--- config.mk ---
export PLATFORM = sky130hd
export DESIGN_NAME = fifo_burst_reader
export DESIGN_NICKNAME = d
export VERILOG_FILES = /design/src/rtl/fifo_pkg.sv /design/src/rtl/stream_skid_buf.sv /design/src/rtl/fifo_burst_reader.sv
export SDC_FILE = /design/constraint.sdc
export NUM_CORES = 1
export LEC_CHECK = 0
export ABC_AREA = 1
export ABC_CLOCK_PERIOD_IN_PS = 2530
export CAP_MARGIN = 20
export CORE_ASPECT_RATIO = 0.6
export CORE_UTILIZATION = 52
export DETAILED_ROUTE_END_ITERATION = 10
export GPL_ROUTABILITY_DRIVEN = 0
export HOLD_SLACK_MARGIN = 0.1
export PLACE_DENSITY = 0.82
export SYNTH_ARGS = -nofsm -noshare
export SYNTH_HDL_FRONTEND = slang
export SYNTH_SLANG_ARGS = --single-unit
--- constraint.sdc ---
create_clock -name i_clk -period 2.53 [get_ports i_clk]
set_input_delay 0.506 -clock i_clk [delete_from_list [all_inputs] [get_ports i_clk]]
set_output_delay 0.506 -clock i_clk [all_outputs]
set_load 0.01 [all_outputs]
--- src/rtl/fifo_pkg.sv ---
// Shared types and defaults for the FIFO burst reader.
package fifo_pkg;

  localparam int WIDTH_DEF = 16;
  localparam int LEN_W_DEF = 8;

  typedef enum logic [1:0] {
    ST_IDLE  = 2'd0,
    ST_RUN   = 2'd1,
    ST_DRAIN = 2'd2,
    ST_DONE  = 2'd3
  } state_t;

endpackage

--- src/rtl/stream_skid_buf.sv ---
// Two-entry output buffer; an arriving word falls straight through when the buffer is empty.
module stream_skid_buf #(
  parameter int W = 17
) (
  input  logic         clk,
  input  logic         rst,
  input  logic         in_valid,
  input  logic [W-1:0] in_data,
  input  logic         out_ready,
  output logic         out_valid,
  output logic [W-1:0] out_data,
  output logic [1:0]   count
);

  logic [W-1:0] mem [2];
  logic         rd_ptr;
  logic         wr_ptr;
  logic         have_word;
  logic         push;
  logic         pop;

  assign have_word = (count != 2'd0);
  assign out_valid = have_word || in_valid;
  assign out_data  = have_word ? mem[rd_ptr] : (in_valid ? in_data : '0);

  // Store the arriving word unless it is consumed directly in the cycle it arrives.
  assign push = in_valid && !(!have_word && out_ready);
  assign pop  = have_word && out_ready;

  always_ff @(posedge clk) begin
    if (rst) begin
      mem[0] <= '0;
      mem[1] <= '0;
      rd_ptr <= 1'b0;
      wr_ptr <= 1'b0;
      count  <= 2'd0;
    end else begin
      if (push) begin
        mem[wr_ptr] <= in_data;
        wr_ptr      <= ~wr_ptr;
      end
      if (pop) begin
        rd_ptr <= ~rd_ptr;
      end
      count <= count + {1'b0, push} - {1'b0, pop};
    end
  end

endmodule

--- src/rtl/fifo_burst_reader.sv ---
// Pops a burst of i_len words from a sync FIFO and streams them out with valid/ready and last.
//
// state    | meaning
// ---------+------------------------------------------------------------
// ST_IDLE  | waiting for i_start; latches i_len into pops_left
// ST_RUN   | issuing pops while the buffer has room
// ST_DRAIN | all pops issued; waiting for the word marked last to leave
// ST_DONE  | one-cycle o_done, then back to idle
module fifo_burst_reader
  import fifo_pkg::*;
#(
  parameter int WIDTH = WIDTH_DEF,
  parameter int LEN_W = LEN_W_DEF
) (
  input  logic             i_clk,
  input  logic             i_rst,
  input  logic             i_start,
  input  logic [LEN_W-1:0] i_len,
  output logic             o_busy,
  output logic             o_done,
  output logic             o_fifo_rd_incr,
  input  logic [WIDTH-1:0] i_fifo_data,
  input  logic             i_fifo_empty,
  output logic             o_valid,
  output logic [WIDTH-1:0] o_data,
  output logic             o_last,
  input  logic             i_ready
);

  state_t           state;
  state_t           state_nxt;
  logic [LEN_W-1:0] pops_left;
  logic             in_flight;
  logic             in_flight_last;
  logic             pop;
  logic             last_pop;
  logic [1:0]       buf_count;
  logic [2:0]       occupancy;
  logic             buf_valid;
  logic [WIDTH:0]   buf_data;

  assign occupancy = {1'b0, buf_count} + {2'b00, in_flight};

  always_ff @(posedge i_clk) begin
    if (i_rst) begin
      state          <= ST_IDLE;
      pops_left      <= '0;
      in_flight      <= 1'b0;
      in_flight_last <= 1'b0;
    end else begin
      state          <= state_nxt;
      in_flight      <= pop;
      in_flight_last <= last_pop;
      if (state == ST_IDLE && i_start) begin
        pops_left <= i_len;
      end else if (pop) begin
        pops_left <= pops_left - LEN_W'(1);
      end
    end
  end

  always_comb begin
    state_nxt      = state;
    pop            = 1'b0;
    last_pop       = 1'b0;
    o_busy         = (state != ST_IDLE);
    o_done         = 1'b0;
    o_fifo_rd_incr = 1'b0;
    case (state)
      ST_IDLE: begin
        if (i_start) begin
          state_nxt = (i_len == '0) ? ST_DONE : ST_RUN;
        end
      end
      ST_RUN: begin
        pop            = !i_fifo_empty && (pops_left != '0) && (occupancy < 3'd2);
        last_pop       = pop && (pops_left == LEN_W'(1));
        o_fifo_rd_incr = pop;
        if (last_pop) begin
          state_nxt = ST_DRAIN;
        end
      end
      ST_DRAIN: begin
        if (o_valid && i_ready && o_last) begin
          state_nxt = ST_DONE;
        end
      end
      ST_DONE: begin
        o_done    = 1'b1;
        state_nxt = ST_IDLE;
      end
      default: state_nxt = ST_IDLE;
    endcase
  end

  // The word popped last cycle arrives on i_fifo_data now, tagged with its last flag.
  stream_skid_buf #(
    .W(WIDTH + 1)
  ) u_skid (
    .clk       (i_clk),
    .rst       (i_rst),
    .in_valid  (in_flight),
    .in_data   ({in_flight_last, i_fifo_data}),
    .out_ready (i_ready),
    .out_valid (buf_valid),
    .out_data  (buf_data),
    .count     (buf_count)
  );

  assign o_valid = buf_valid;
  assign o_data  = buf_data[WIDTH-1:0];
  assign o_last  = buf_valid && buf_data[WIDTH];

endmodule

Word level (Yosys, flattened, before mapping)
Memories as Yosys holds them, arrays and structs flattened. A register that Yosys moved wholly into a read port is not among the register bits.
Cells that the tools add are included.
{"block": "classes", "magnitude_cmp": 1, "n_reduce_logical": 23, "n_addsub": 4, "muxes": 21, "n_bitwise": 3, "eq_ne": 7}
{"operator": "two-way mux 17 bit", "count": 3}
{"operator": "OR reduction 17 bit", "count": 1}
{"operator": "two-way mux 8 bit", "count": 2}
{"operator": "two-way mux 1 bit", "count": 11}
{"operator": "logical AND 1 bit", "count": 10}
{"operator": "== test 8 x 1 -> 1 bit, second input constant", "count": 1}
{"operator": "logical NOT 8 bit", "count": 1}
{"operator": "two-way mux 2 bit", "count": 4}
{"operator": "one-hot mux 2 bit (4 select lines)", "count": 1}
{"operator": "nonzero test 8 bit", "count": 1}
{"operator": "subtractor 8 x 1 -> 8 bit, second input constant", "count": 1}
{"operator": "inequality test 2 bit, second input constant", "count": 3}
{"operator": "nonzero test 2 bit", "count": 3}
{"operator": "== test 2 bit, second input constant", "count": 2}
{"operator": "adder 2 x 1 -> 3 bit", "count": 1}
{"operator": "logical NOT 1 bit", "count": 3}
{"operator": "less-than comparator 3 x 2 -> 1 bit, second input constant", "count": 1}
{"operator": "inverter 1 bit", "count": 3}
{"operator": "AND reduction 3 bit", "count": 1}
{"operator": "adder 2 x 1 -> 2 bit", "count": 1}
{"operator": "== test 2 x 1 -> 1 bit, second input constant", "count": 1}
{"operator": "logical NOT 2 bit", "count": 1}
{"operator": "OR reduction 2 bit", "count": 1}
{"operator": "subtractor 2 x 1 -> 2 bit", "count": 1}
{"operator": "logical OR 1 bit", "count": 1}
{"block": "word_totals", "ff_bits": 16, "inputBits": 29, "out_inout_bits": 21, "n_memories": 1, "word_cells": 67, "ram_bits": 34}
{"name": "u_skid.mem", "depth": 2, "width": 17, "rd": 1, "rd_ports_with_merged_regs": 1, "wr": 2, "line_no": "stream_skid_buf.sv:15", "text": "logic [W-1:0] mem [2];"}

Logic depth before layout (Yosys ltp)
{"block": "logic_depth", "ltp_word": 10, "mapped_depth": 11, "ltp_nobuf": 11}

By module
From an unflattened synthesis, not the netlist that was laid out.
{"block": "hier_totals", "cells_unflattened": 354, "area_unflattened_um2": 2820.2}
{"mod": "stream_skid_buf", "area_per_inst_um2": 1886.8, "seq_area_each_um2": 1121.1, "cells_per_inst": 203, "n_inst": 1}
{"mod": "fifo_burst_reader", "area_per_inst_um2": 933.4, "seq_area_each_um2": 240.2, "cells_per_inst": 151, "n_inst": 1}

Worst setup path after synthesis
Ideal clock, no wire load.
{"block": "synth_timing", "path_type": "input to register", "start": "input port i_rst", "end": "memory u_skid.mem[1][0], enable pin", "setup_time_ps": 373, "slack_ps": 659, "stages": 5, "path_buffers": 2, "arrival_time_ps": 1497, "required_ps": 2157, "cell_sequence": "buf_2 inv_1 nand3_2 buf_2 nand2_1"}
{"item": "start: declaration", "line_no": "fifo_burst_reader.sv:16", "text": "input logic i_rst,"}
{"item": "end: declaration", "line_no": "stream_skid_buf.sv:15"}

Final worst setup path
{"block": "layout_timing", "start": "register u_skid.count[1]", "end": "output port o_data[12]"}
{"block": "layout_between", "elab_chain_cells": 2}
{"item": "start: declaration", "line_no": "stream_skid_buf.sv:12", "text": "output logic [1:0] count"}
{"item": "start signal: assignment", "line_no": "stream_skid_buf.sv:45", "text": "count <= count + {1'b0, push} - {1'b0, pop};"}
{"item": "nonzero test 2 bit", "line_no": "stream_skid_buf.sv:22", "text": "assign have_word = (count != 2'd0);"}
{"item": "two-way mux 17 bit", "line_no": "stream_skid_buf.sv:24", "text": "assign out_data = have_word ? mem[rd_ptr] : (in_valid ? in_data : '0);"}
{"item": "end: declaration", "line_no": "fifo_burst_reader.sv:25", "text": "output logic [WIDTH-1:0] o_data,"}
No other way between the ends.

==> impl_metrics.yaml <==
die:
  die_w_um: 96.2
  die_h_um: 58.5
  die_area_mm2: 0.00563
  ioPinCount: 50
  coreArea_mm2: 0.00508
  start_util: 0.545
  std_cell_rows: 20
synthesis:
  synth_cells: 325
  synthesis.nets: 364
  synth-edff-count: 34
  synth_area_per_cell_um2: 8.51
  synthDistinctLibCells: 31
  yosys_warnings: 0
  ys_ff_latch: 51
  synth_ff_type: "edfxtp_1"
  synthArstFlopShare: 0
  netlist_area_mm2: 0.00277
  ys_seq_area_frac: 0.492
sta:
  finalSetupTns_ps: 0
  fmax_ghz: 0.412
  fin_skew_ps: 5.58
  slew_violations: 0
  finalSetupViolCount: 0
  rsz0062_at_grt: "no"
  holdWs_ps: 469
  final_hold_viol_count: 0
  finalCriticalPeriod_ps: 2430
  period_share: 0.959
  tightest_slew_ps: 454
  timing.final.ws_setup_ps: 104
  max_slew_margin: 0.697
power:
  vdd_drop_max_uv: 476
  p_switching_uw: 1440
  clkPwrFrac: 0.131
  power_uw: 3430
  power_frac_seq: 0.323
  power.leakage_uw: 0.00149
  switching_share: 0.421
  internal-power_uw: 1990
  powerDensity_mw_per_mm2: 985
  combPwrFrac: 0.546
layout:
  area_growth_pct: 26.0
  drive_gt1_frac: 0.107
  fin_cells: 448
  nNetsFinal: 420
  diodes: 0
worst_setup_path:
  reg2reg_depth: 7
  r2r-end: "u_skid.mem[0][12]$_SDFFCE_PN0P_"
  rrSetupSlack_ps: 720
  worst-setup-path-type: "flip-flop to output pin"
  r2r-start: "in_flight$_SDFF_PP0_"
  path_buf_inv: 3
  path_cells: "inv_1 > nand2_1 > buf_12 > o21ai_0 > o32ai_1 > clkdlybuf4s50_1"
  crit_path_max_fanout: 33
  worstPathArrival_ps: 1920
  slowest_delay_ps: 600
  crit_family: "buffers and inverters"
  required_ps: 2020
  cp-start-kind: "flip-flop"
  cp-end-kind: "output pin"
  worst_path_max_delay_cell: "clkdlybuf4s50_1"
min_path:
  min_to: "u_skid.rd_ptr$_SDFFE_PP0P_"
  hp-start: "u_skid.rd_ptr$_SDFFE_PP0P_"
  hp-class: "flip-flop to flip-flop"
  holdPathStages: 1
global_route:
  grt_max_degree: 34
  grt_pass1_vias: 2127
  antenna_found_initial: 0
  grt_pass1_wl_um: 10400
  grt_overflow: 0
  grt_usage: 0.247
cts:
  root_buffer: "clkbuf_8"
  h-tree-depth: 2
  cts_sinks: 51
  path_clk_slew_ps: 90
  clk_latency_ps: 300
  cts_hold_buf: 0
  cts_made_buffers: 5
  cts_tree: "yes"
  cts_setup_buffers: 0
  cts_buffer_depth: 2
drt:
  initialDrtViolationCount: 227
  drc: 0
  ant_nets: 0
  wl_per_cell_um: 14.4
  first_pass_iters: 5
  routed_via_density: 5.43
  routed_wirelength_um: 6440
  vias: 2433
placement:
  dp.cells: 438
  port_buffers: 49
  pre_cts_ws_ps: 104
  hpwl_um: 4490
outcome:
  outcome: "finished, final reports clean"
flow_run:
  cap_viol_max_count: 0
power by group through the flow:
stage                     combinational (µW)  sequential (µW)  clock [µW]
final                                   1870             1110         450
after global routing                    2090             1130         488
after CTS                               1860             1100         456
after detailed placement                1840             1120           0
after global placement                  1790             1110           0
after floorplan                         1200             1100           0
layout by cell type, fill, tap and decap left out, types with 2 or more instances in the layout:
cell / netlist / final
a21oi_1: 8 / 8
a21oi_2: 2 / 2
buf_4: 1 / 10
clkbuf_8: 0 / 5
clkdlybuf4s50_1: 0 / 47
clkinv_2: 0 / 3
clkinvlp_4: 0 / 4
dfxtp_1: 17 / 16
dlymetal6s2s_1: 0 / 2
edfxtp_1: 34 / 34
ha_1: 10 / 10
inv_1: 45 / 43
nand2_1: 37 / 37
nand2_2: 2 / 2
nand2_4: 3 / 3
nand3_1: 15 / 15
nand4_1: 3 / 3
nor2_1: 73 / 73
nor2_2: 3 / 3
nor2_4: 3 / 3
nor3_1: 5 / 5
o21ai_0: 26 / 25
o32ai_1: 16 / 16
xor2_1: 2 / 2
per-layer routing:
metal,up-vias,share of wire,global-route usage
met5,-,0,0
met4,0,0.0031,0.0490
met3,2,0.091,0.0439
met2,112,0.42,0.363
met1,1131,0.48,0.382
li1,1188,-,-
cell type report:
type | instances | area (µm²)
tap | 66 | 82.6
inverter | 46 | 185
clock buffer | 5 | 68.8
multi-input combinational | 215 | 1160
timing repair buffer | 60 | 591
timing repair inverter | 2 | 15.0
fill | 429 | 1600
clock inverter | 3 | 15.0
sequential | 51 | 1370
synthesized netlist by cell type (5+ instances only):
library cell	count	area share
o32ai_1	16	0.051
nand2_1	37	0.050
a21oi_1	8	0.014
nand3_1	15	0.027
ha_1	10	0.045
o21ai_0	26	0.047
edfxtp_1	34	0.37
dfxtp_1	17	0.12
nor3_1	5	0.0090
clkbuf_1	6	0.0081
nor2_1	73	0.099
inv_1	45	0.061
worst max path at each step:
stage / startpoint / endpoint / slack [ps] / cells past startpoint
2_1_floorplan: i_rst / u_skid.mem[1][0]$_SDFFCE_PN0P_ / 660 / 5
3_3_place_gp: i_fifo_data[12] / o_data[12] / 80 / 4
4_1_cts: in_flight$_SDFF_PP0_ / o_last / 50 / 4
3_5_place_dp: i_fifo_empty / o_fifo_rd_incr / 100 / 5
6_report: u_skid.count[1]$_SDFF_PP0_ / o_data[12] / 100 / 6
5_1_grt: u_skid.count[0]$_SDFF_PP0_ / o_data[4] / 3 / 6
through the flow:
stage,cell area [µm²],utilization
finish,3480,0.686
global route,3480,0.686
CTS,3470,0.682
detailed placement,3370,0.663
global placement,3370,0.663
floorplan,2770,-
state kept, by name, indices dropped and copies added, names as in the netlist, named ones only:
name            cells
u_skid.wr_ptr       1
u_skid.count        2
u_skid.mem         34
state               2
in_flight           1
in_flight_last      1
u_skid.rd_ptr       1
pops_left           8
repair_timing:
| item | in CTS | in global routing |
|---|---|---|
| gates cloned | 1 | 1 |
| pin swaps | 0 | 0 |
| hold endpoints to repair | 0 | 0 |
| setup endpoints to repair | 1 | 8 |
| gates resized for setup | 3 | 6 |
logic make-up (layout without fill, tap and decap cells):
| logic type | count (synthesis) | after routing | synth area share |
|---|---|---|---|
| flops | 51 | 51 | 0.492 |
| fa+ha+maj | 10 | 10 | 0.0452 |
| simple gates | 149 | 149 | 0.241 |
| compound gates | 53 | 53 | 0.124 |
| buf+inv | 59 | 116 | 0.0877 |
| xor+xnor | 3 | 3 | 0.00950 |
Power figures use the tool's default switching activity.
